--- config.mk ---
export PLATFORM = sky130hd
export DESIGN_NAME = lcd_spi_sink
export DESIGN_NICKNAME = d
export VERILOG_FILES = /design/src/rtl/lcd_spi_sink.sv
export SDC_FILE = /design/constraint.sdc
export NUM_CORES = 1
export LEC_CHECK = 0
export ABC_AREA = 1
export ABC_CLOCK_PERIOD_IN_PS = 3010
export CAP_MARGIN = 15
export CORE_MARGIN = 2
export CORE_UTILIZATION = 35
export CTS_BUF_LIST = sky130_fd_sc_hd__clkbuf_4 sky130_fd_sc_hd__clkbuf_8
export DETAILED_ROUTE_END_ITERATION = 16
export GPL_TIMING_DRIVEN = 0
export PLACE_DENSITY = 0.53
export RECOVER_POWER = 25
export SLEW_MARGIN = 25
export SYNTH_ARGS = -nofsm -noshare
export SYNTH_HDL_FRONTEND = slang
export SYNTH_SLANG_ARGS = --single-unit
--- constraint.sdc ---
create_clock -name sys_clk -period 3.01 [get_ports sys_clk]
set_input_delay 0.4515 -clock sys_clk [delete_from_list [all_inputs] [get_ports sys_clk]]
set_output_delay 0.4515 -clock sys_clk [all_outputs]
set_load 0.01 [all_outputs]
--- src/rtl/lcd_spi_sink.sv ---
// -----------------------------------------------------------------------------
// lcd_spi_sink
// Receive-side model of the ST7735 SPI write path. Oversamples the panel pins
// in the sys_clk domain, rebuilds {dc, byte} words and decodes the
// CASET / RASET / RAMWR subset into addressed RGB565 pixel writes.
//
// Ports
//   sys_clk, sys_rst_n        : only clock; async active-low reset
//   cs, dc, sclk, mosi        : raw panel pins (asynchronous to sys_clk)
//   byte_valid/data/dc        : one-cycle pulse per received byte, data held
//   cmd_valid/cmd_code        : one-cycle pulse per command byte, code held
//   pix_valid/data/x/y        : one-cycle pulse per completed pixel, held
// -----------------------------------------------------------------------------
module lcd_spi_sink #(
    parameter logic [7:0] XMAX = 8'd127,
    parameter logic [7:0] YMAX = 8'd159
) (
    input  logic        sys_clk,
    input  logic        sys_rst_n,
    input  logic        cs,
    input  logic        dc,
    input  logic        sclk,
    input  logic        mosi,
    output logic        byte_valid,
    output logic [7:0]  byte_data,
    output logic        byte_dc,
    output logic        cmd_valid,
    output logic [7:0]  cmd_code,
    output logic        pix_valid,
    output logic [15:0] pix_data,
    output logic [7:0]  pix_x,
    output logic [7:0]  pix_y
);

    typedef enum logic [1:0] {
        ST_IDLE  = 2'd0,
        ST_CASET = 2'd1,
        ST_RASET = 2'd2,
        ST_RAMWR = 2'd3
    } state_t;

    // ---------------- input conditioning ----------------
    logic r_cs_meta, r_cs_sync;
    logic r_dc_meta, r_dc_sync;
    logic r_sclk_meta, r_sclk_sync, r_sclk_d;
    logic r_mosi_meta, r_mosi_sync;
    logic w_sclk_rise;

    // Identical 2-FF synchronizers keep the relative order of the four pins.
    always_ff @(posedge sys_clk or negedge sys_rst_n) begin
        if (!sys_rst_n) begin
            r_cs_meta   <= 1'b1;
            r_cs_sync   <= 1'b1;
            r_dc_meta   <= 1'b0;
            r_dc_sync   <= 1'b0;
            r_sclk_meta <= 1'b0;
            r_sclk_sync <= 1'b0;
            r_sclk_d    <= 1'b0;
            r_mosi_meta <= 1'b0;
            r_mosi_sync <= 1'b0;
        end else begin
            r_cs_meta   <= cs;
            r_cs_sync   <= r_cs_meta;
            r_dc_meta   <= dc;
            r_dc_sync   <= r_dc_meta;
            r_sclk_meta <= sclk;
            r_sclk_sync <= r_sclk_meta;
            r_sclk_d    <= r_sclk_sync;
            r_mosi_meta <= mosi;
            r_mosi_sync <= r_mosi_meta;
        end
    end

    assign w_sclk_rise = r_sclk_sync & ~r_sclk_d;

    // ---------------- bit assembly ----------------
    logic [7:0] r_shift;
    logic [2:0] r_bit_cnt;

    // Shift on each sclk rise while selected; deselect drops a partial byte.
    always_ff @(posedge sys_clk or negedge sys_rst_n) begin
        if (!sys_rst_n) begin
            r_shift    <= 8'h00;
            r_bit_cnt  <= 3'd0;
            byte_valid <= 1'b0;
            byte_data  <= 8'h00;
            byte_dc    <= 1'b0;
        end else begin
            byte_valid <= 1'b0;
            if (r_cs_sync) begin
                r_bit_cnt <= 3'd0;
                r_shift   <= 8'h00;
            end else if (w_sclk_rise) begin
                r_shift   <= {r_shift[6:0], r_mosi_sync};
                r_bit_cnt <= r_bit_cnt + 3'd1;
                if (r_bit_cnt == 3'd7) begin
                    byte_valid <= 1'b1;
                    byte_data  <= {r_shift[6:0], r_mosi_sync};
                    byte_dc    <= r_dc_sync;
                end
            end
        end
    end

    // ---------------- command / pixel decoder ----------------
    state_t     r_state, w_state_nxt;
    logic [1:0] r_pidx, w_pidx_nxt;
    logic       r_pdone, w_pdone_nxt;   // all four parameters consumed
    logic       r_hp, w_hp_nxt;
    logic [7:0] r_hi, w_hi_nxt;
    logic [7:0] r_xs, w_xs_nxt, r_xe, w_xe_nxt;
    logic [7:0] r_ys, w_ys_nxt, r_ye, w_ye_nxt;
    logic [7:0] r_cx, w_cx_nxt, r_cy, w_cy_nxt;
    logic       w_cmd_valid_nxt, w_pix_valid_nxt;
    logic [7:0] w_cmd_code_nxt;
    logic [15:0] w_pix_data_nxt;
    logic [7:0] w_pix_x_nxt, w_pix_y_nxt;

    // Decoder state and all registered outputs.
    always_ff @(posedge sys_clk or negedge sys_rst_n) begin
        if (!sys_rst_n) begin
            r_state   <= ST_IDLE;
            r_pidx    <= 2'd0;
            r_pdone   <= 1'b0;
            r_hp      <= 1'b0;
            r_hi      <= 8'h00;
            r_xs      <= 8'h00;
            r_xe      <= XMAX;
            r_ys      <= 8'h00;
            r_ye      <= YMAX;
            r_cx      <= 8'h00;
            r_cy      <= 8'h00;
            cmd_valid <= 1'b0;
            cmd_code  <= 8'h00;
            pix_valid <= 1'b0;
            pix_data  <= 16'h0000;
            pix_x     <= 8'h00;
            pix_y     <= 8'h00;
        end else begin
            r_state   <= w_state_nxt;
            r_pidx    <= w_pidx_nxt;
            r_pdone   <= w_pdone_nxt;
            r_hp      <= w_hp_nxt;
            r_hi      <= w_hi_nxt;
            r_xs      <= w_xs_nxt;
            r_xe      <= w_xe_nxt;
            r_ys      <= w_ys_nxt;
            r_ye      <= w_ye_nxt;
            r_cx      <= w_cx_nxt;
            r_cy      <= w_cy_nxt;
            cmd_valid <= w_cmd_valid_nxt;
            cmd_code  <= w_cmd_code_nxt;
            pix_valid <= w_pix_valid_nxt;
            pix_data  <= w_pix_data_nxt;
            pix_x     <= w_pix_x_nxt;
            pix_y     <= w_pix_y_nxt;
        end
    end

    // Next-state decode of each received byte.
    always_comb begin
        w_state_nxt     = r_state;
        w_pidx_nxt      = r_pidx;
        w_pdone_nxt     = r_pdone;
        w_hp_nxt        = r_hp;
        w_hi_nxt        = r_hi;
        w_xs_nxt        = r_xs;
        w_xe_nxt        = r_xe;
        w_ys_nxt        = r_ys;
        w_ye_nxt        = r_ye;
        w_cx_nxt        = r_cx;
        w_cy_nxt        = r_cy;
        w_cmd_valid_nxt = 1'b0;
        w_cmd_code_nxt  = cmd_code;
        w_pix_valid_nxt = 1'b0;
        w_pix_data_nxt  = pix_data;
        w_pix_x_nxt     = pix_x;
        w_pix_y_nxt     = pix_y;

        if (byte_valid) begin
            if (!byte_dc) begin
                w_cmd_valid_nxt = 1'b1;
                w_cmd_code_nxt  = byte_data;
                w_pidx_nxt      = 2'd0;
                w_pdone_nxt     = 1'b0;
                w_hp_nxt        = 1'b0;
                case (byte_data)
                    8'h2A:   w_state_nxt = ST_CASET;
                    8'h2B:   w_state_nxt = ST_RASET;
                    8'h2C: begin
                        w_state_nxt = ST_RAMWR;
                        w_cx_nxt    = r_xs;
                        w_cy_nxt    = r_ys;
                    end
                    default: w_state_nxt = ST_IDLE;
                endcase
            end else begin
                case (r_state)
                    ST_CASET, ST_RASET: begin
                        if (!r_pdone) begin
                            // Even indices are high bytes; panel fits in 8 bits.
                            if (r_pidx == 2'd1) begin
                                if (r_state == ST_CASET) w_xs_nxt = byte_data;
                                else                     w_ys_nxt = byte_data;
                            end else if (r_pidx == 2'd3) begin
                                if (r_state == ST_CASET) w_xe_nxt = byte_data;
                                else                     w_ye_nxt = byte_data;
                                w_pdone_nxt = 1'b1;
                            end else begin
                                w_pdone_nxt = r_pdone;
                            end
                            w_pidx_nxt = r_pidx + 2'd1;
                        end else begin
                            w_pidx_nxt = r_pidx;
                        end
                    end
                    ST_RAMWR: begin
                        if (!r_hp) begin
                            w_hi_nxt = byte_data;
                            w_hp_nxt = 1'b1;
                        end else begin
                            w_pix_valid_nxt = 1'b1;
                            w_pix_data_nxt  = {r_hi, byte_data};
                            w_pix_x_nxt     = r_cx;
                            w_pix_y_nxt     = r_cy;
                            w_hp_nxt        = 1'b0;
                            // Equality-only compares: an inverted window wraps mod 256.
                            if (r_cx == r_xe) begin
                                w_cx_nxt = r_xs;
                                if (r_cy == r_ye) w_cy_nxt = r_ys;
                                else              w_cy_nxt = r_cy + 8'd1;
                            end else begin
                                w_cx_nxt = r_cx + 8'd1;
                            end
                        end
                    end
                    default: w_state_nxt = r_state;
                endcase
            end
        end else if (r_cs_sync) begin
            // Deselect drops a dangling half pixel but stays in RAMWR.
            w_hp_nxt = 1'b0;
        end else begin
            w_hp_nxt = r_hp;
        end
    end

endmodule
==> metrics.cfg <==
[placement]
dpl-instance-area_sq_um=6561
gp_congestion=0.8187
dp.cells=889
hpwlAfterDp_mm=9.458
io_buffers=57

[global_route]
grt_pass1_wl_mm=22.67
grt-ovfl-total=0
use_met2_pct=25.97
grt.busiest_layer=met2
grtUsageMet3_pct=4.437
grt_max_degree=87
grtUsageMet1_pct=22.34
gr-usage-all-layers_pct=16.67
grt_pass1_vias=4372
antenna_found_initial=0

[sta]
period_needed_ps=2031
hold_viol=0
fin_skew_ps=12.98
rsz0062_at_grt=false
final_max_slew_viol_count=0
worst_pin_slew_ps=1232
fmax_mhz=492.4
slew_headroom_pct=17.87
period_share_pct=67.47
setup_violations=0

[synth]
synthTopCellsByArea=dfrtp_1, nand2_1, dfstp_2
ys_warn_count=0
synth.avg_cell_area_sq_um=9.249
ys_seq_area_share_pct=58.84
synth_seq_cells=133
syn_nets=630
syn-instance-count=615
synth_top_area_share_pct=51.91
synth_top_area_cell=dfrtp_1
yosys.cell_types.count=35
netlist_area_sq_um=5688

[worst_setup_path]
worstPathArrival_ps=2380
rr_endpoint=r_ye[7]$_DFFE_PN1P_
rrSetupSlack_ps=980
r2r-start=r_state[0]$_DFFE_PN0P_
endpoint_kind=flop
critPathLaunchType=flop
critical_path_required_ps=3360
cp-startpoint=r_state[0]$_DFFE_PN0P_
rr_worst_depth=5
critPathKind=reg2reg
crit_fanout=10

[detailed_routing]
drt_iter0_markers=323
drt-wirelength-per-cell_um=14.88
antenna_left=0
drc=0
wl_mm=13.72
drtPass1Iterations=4
dr_total_vias=4369
routed_via_density=4.739

[clock_tree]
clk_pin_slew_worst_paths_ps=80
clockRootBuffer=clkbuf_8
ctsHoldBuffers=1
h-tree-depth=4
numCtsBuffers=17
post-cts-setup-buffer-count=0
cts_sinks=133
cts_buffer_depth=2
tritoncts=yes
cts_repair_resize_count=0
clk_latency_ps=440

[power_and_ir_drop]
power.leakage_nw=3.254
finalPower_mw=3.594
p_per_area_nw_per_um2=511.3
ir_worst_vdd_mv=0.2285

[floorplan]
die_x_um=131.5
fp-row-count=46
ioPinCount=58
dieHeight_um=131.5
core-area_sq_um=15890
start_util_pct=35.81
die-area_sq_um=17290

[final_layout]
mostFrequentLayoutCell=nand2_1
drive_gt1_share_pct=11.19
final_cell_mix=nand2_1, dfrtp_1, o21ai_0
diodes=0
fin_cells=922
area_delta_synth_final_pct=23.58
num-nets-final=708
final_area_sq_um=7029
n_fill_cell=1559

[job]
maxCapViolations=0

[min_path]
hold_path.class=reg2reg
holdPathEnd=r_mosi_sync$_DFF_PN0_
hold_path_depth=0
hp-start=r_mosi_meta$_DFF_PN0_

[run_status]
status=finished clean

sequential cells by signal, indices dropped and copies added, names as in the netlist, 2 cells and up:
name and cells:
r_pidx 2, r_xe 8, cmd_code 8, r_state 2, r_hi 8, pix_data 16
pix_x 8, r_cy 8, r_xs 8, r_ys 8, r_bit_cnt 3, pix_y 8
r_ye 8, r_cx 8, r_shift 7, byte_data 8
per-layer routing:
| layer | share of wire (%) | vias to the layer above |
|---|---|---|
| met2 | 47 | 101 |
| met3 | 4.5 | 14 |
| met1 | 47 | 2116 |
| met5 | 0 | - |
| li1 | - | 2138 |
| met4 | 1.5 | 0 |
worst max-delay path, cell delays in order (launching register included):
cell	delay, ps
dfrtp_1	430
ha_1	360
nor3_1	220
nand4_1	380
clkbuf_1	320
o21ai_0	230
power by group:
group	internal, mW	switching [mW]	leakage (nW)	total [mW]
registers	1.80	0.00346	1.79	1.80
logic	0.0123	0.0416	1.23	0.0539
clock network	1.04	0.700	0.232	1.74
total	2.85	0.745	3.25	3.59
synth_stat cells:
library cell and number:
mux2i_1 1, xor2_1 7, o31ai_1 2, o21ai_0 63
inv_2 4, nand3b_1 2, nand2_1 166, dfrtp_1 118
ha_1 9, nand3_1 24, o21ai_2 1, o21ai_1 1
nor3_4 1, buf_6 1, buf_1 1, nand4_1 9
inv_1 62, nand2_2 4, clkbuf_1 8, mux2_2 6
inv_4 1, a21oi_1 31, mux2_1 5, buf_2 6
a221oi_1 1, nor3_1 4, or2_2 2, xnor2_1 7
o22a_1 1, nand2_4 1, o22ai_1 7, nor3_2 1
buf_4 3, nor2_1 40, dfstp_2 15
stage by stage:
stage / util (%) / setup WS, ps / setup TNS, ps / hold WS (ps)
global placement: 41.10 / -3761 / -474070 / 333.4
finish: 44.25 / 979.1 / 0 / 352.7
CTS: 44.33 / 993.2 / 0 / 355.9
detailed placement: 41.30 / 1032 / 0 / 337.1
floorplan: - / 1372 / 0 / 155.9
global route: 44.25 / 851.6 / 0 / 361.7
worst max-delay path by stage:
| stage | endpoint | slack, ps |
|---|---|---|
| floorplan | r_ys[6]$_DFFE_PN0P_ | 1370 |
| global placement | r_hi[5]$_DFFE_PN0P_ | -3760 |
| detailed placement | r_ye[7]$_DFFE_PN1P_ | 1030 |
| CTS | r_ye[7]$_DFFE_PN1P_ | 990 |
| global route | r_ye[5]$_DFFE_PN0P_ | 850 |
| finish | r_ye[7]$_DFFE_PN1P_ | 980 |
cells by family (layout without fill, tap and decap cells):
group	count (synthesis)	count (layout)	synth area share [%]
AO/OA/AOI/OAI	107	107	9.855
flip-flops	133	133	58.84
AND/OR/NAND/NOR	254	254	18.63
multiplexers	12	12	2.354
buffers and inverters	86	177	6.181
XOR/XNOR	14	14	2.156
adder cells (fa/ha/maj)	9	9	1.980
layout make-up:
cell class	count	area, sq um	share of cell area [%]
timing repair buffer	59	603.1	8.580
tap	216	270.3	3.845
inverter	67	254.0	3.613
sequential	133	3347	47.61
clock inverter	12	201.4	2.866
buffer	19	97.59	1.388
multi-input combinational	396	1987	28.27
clock buffer	20	269.0	3.827
(Power assumes the default switching activity.)
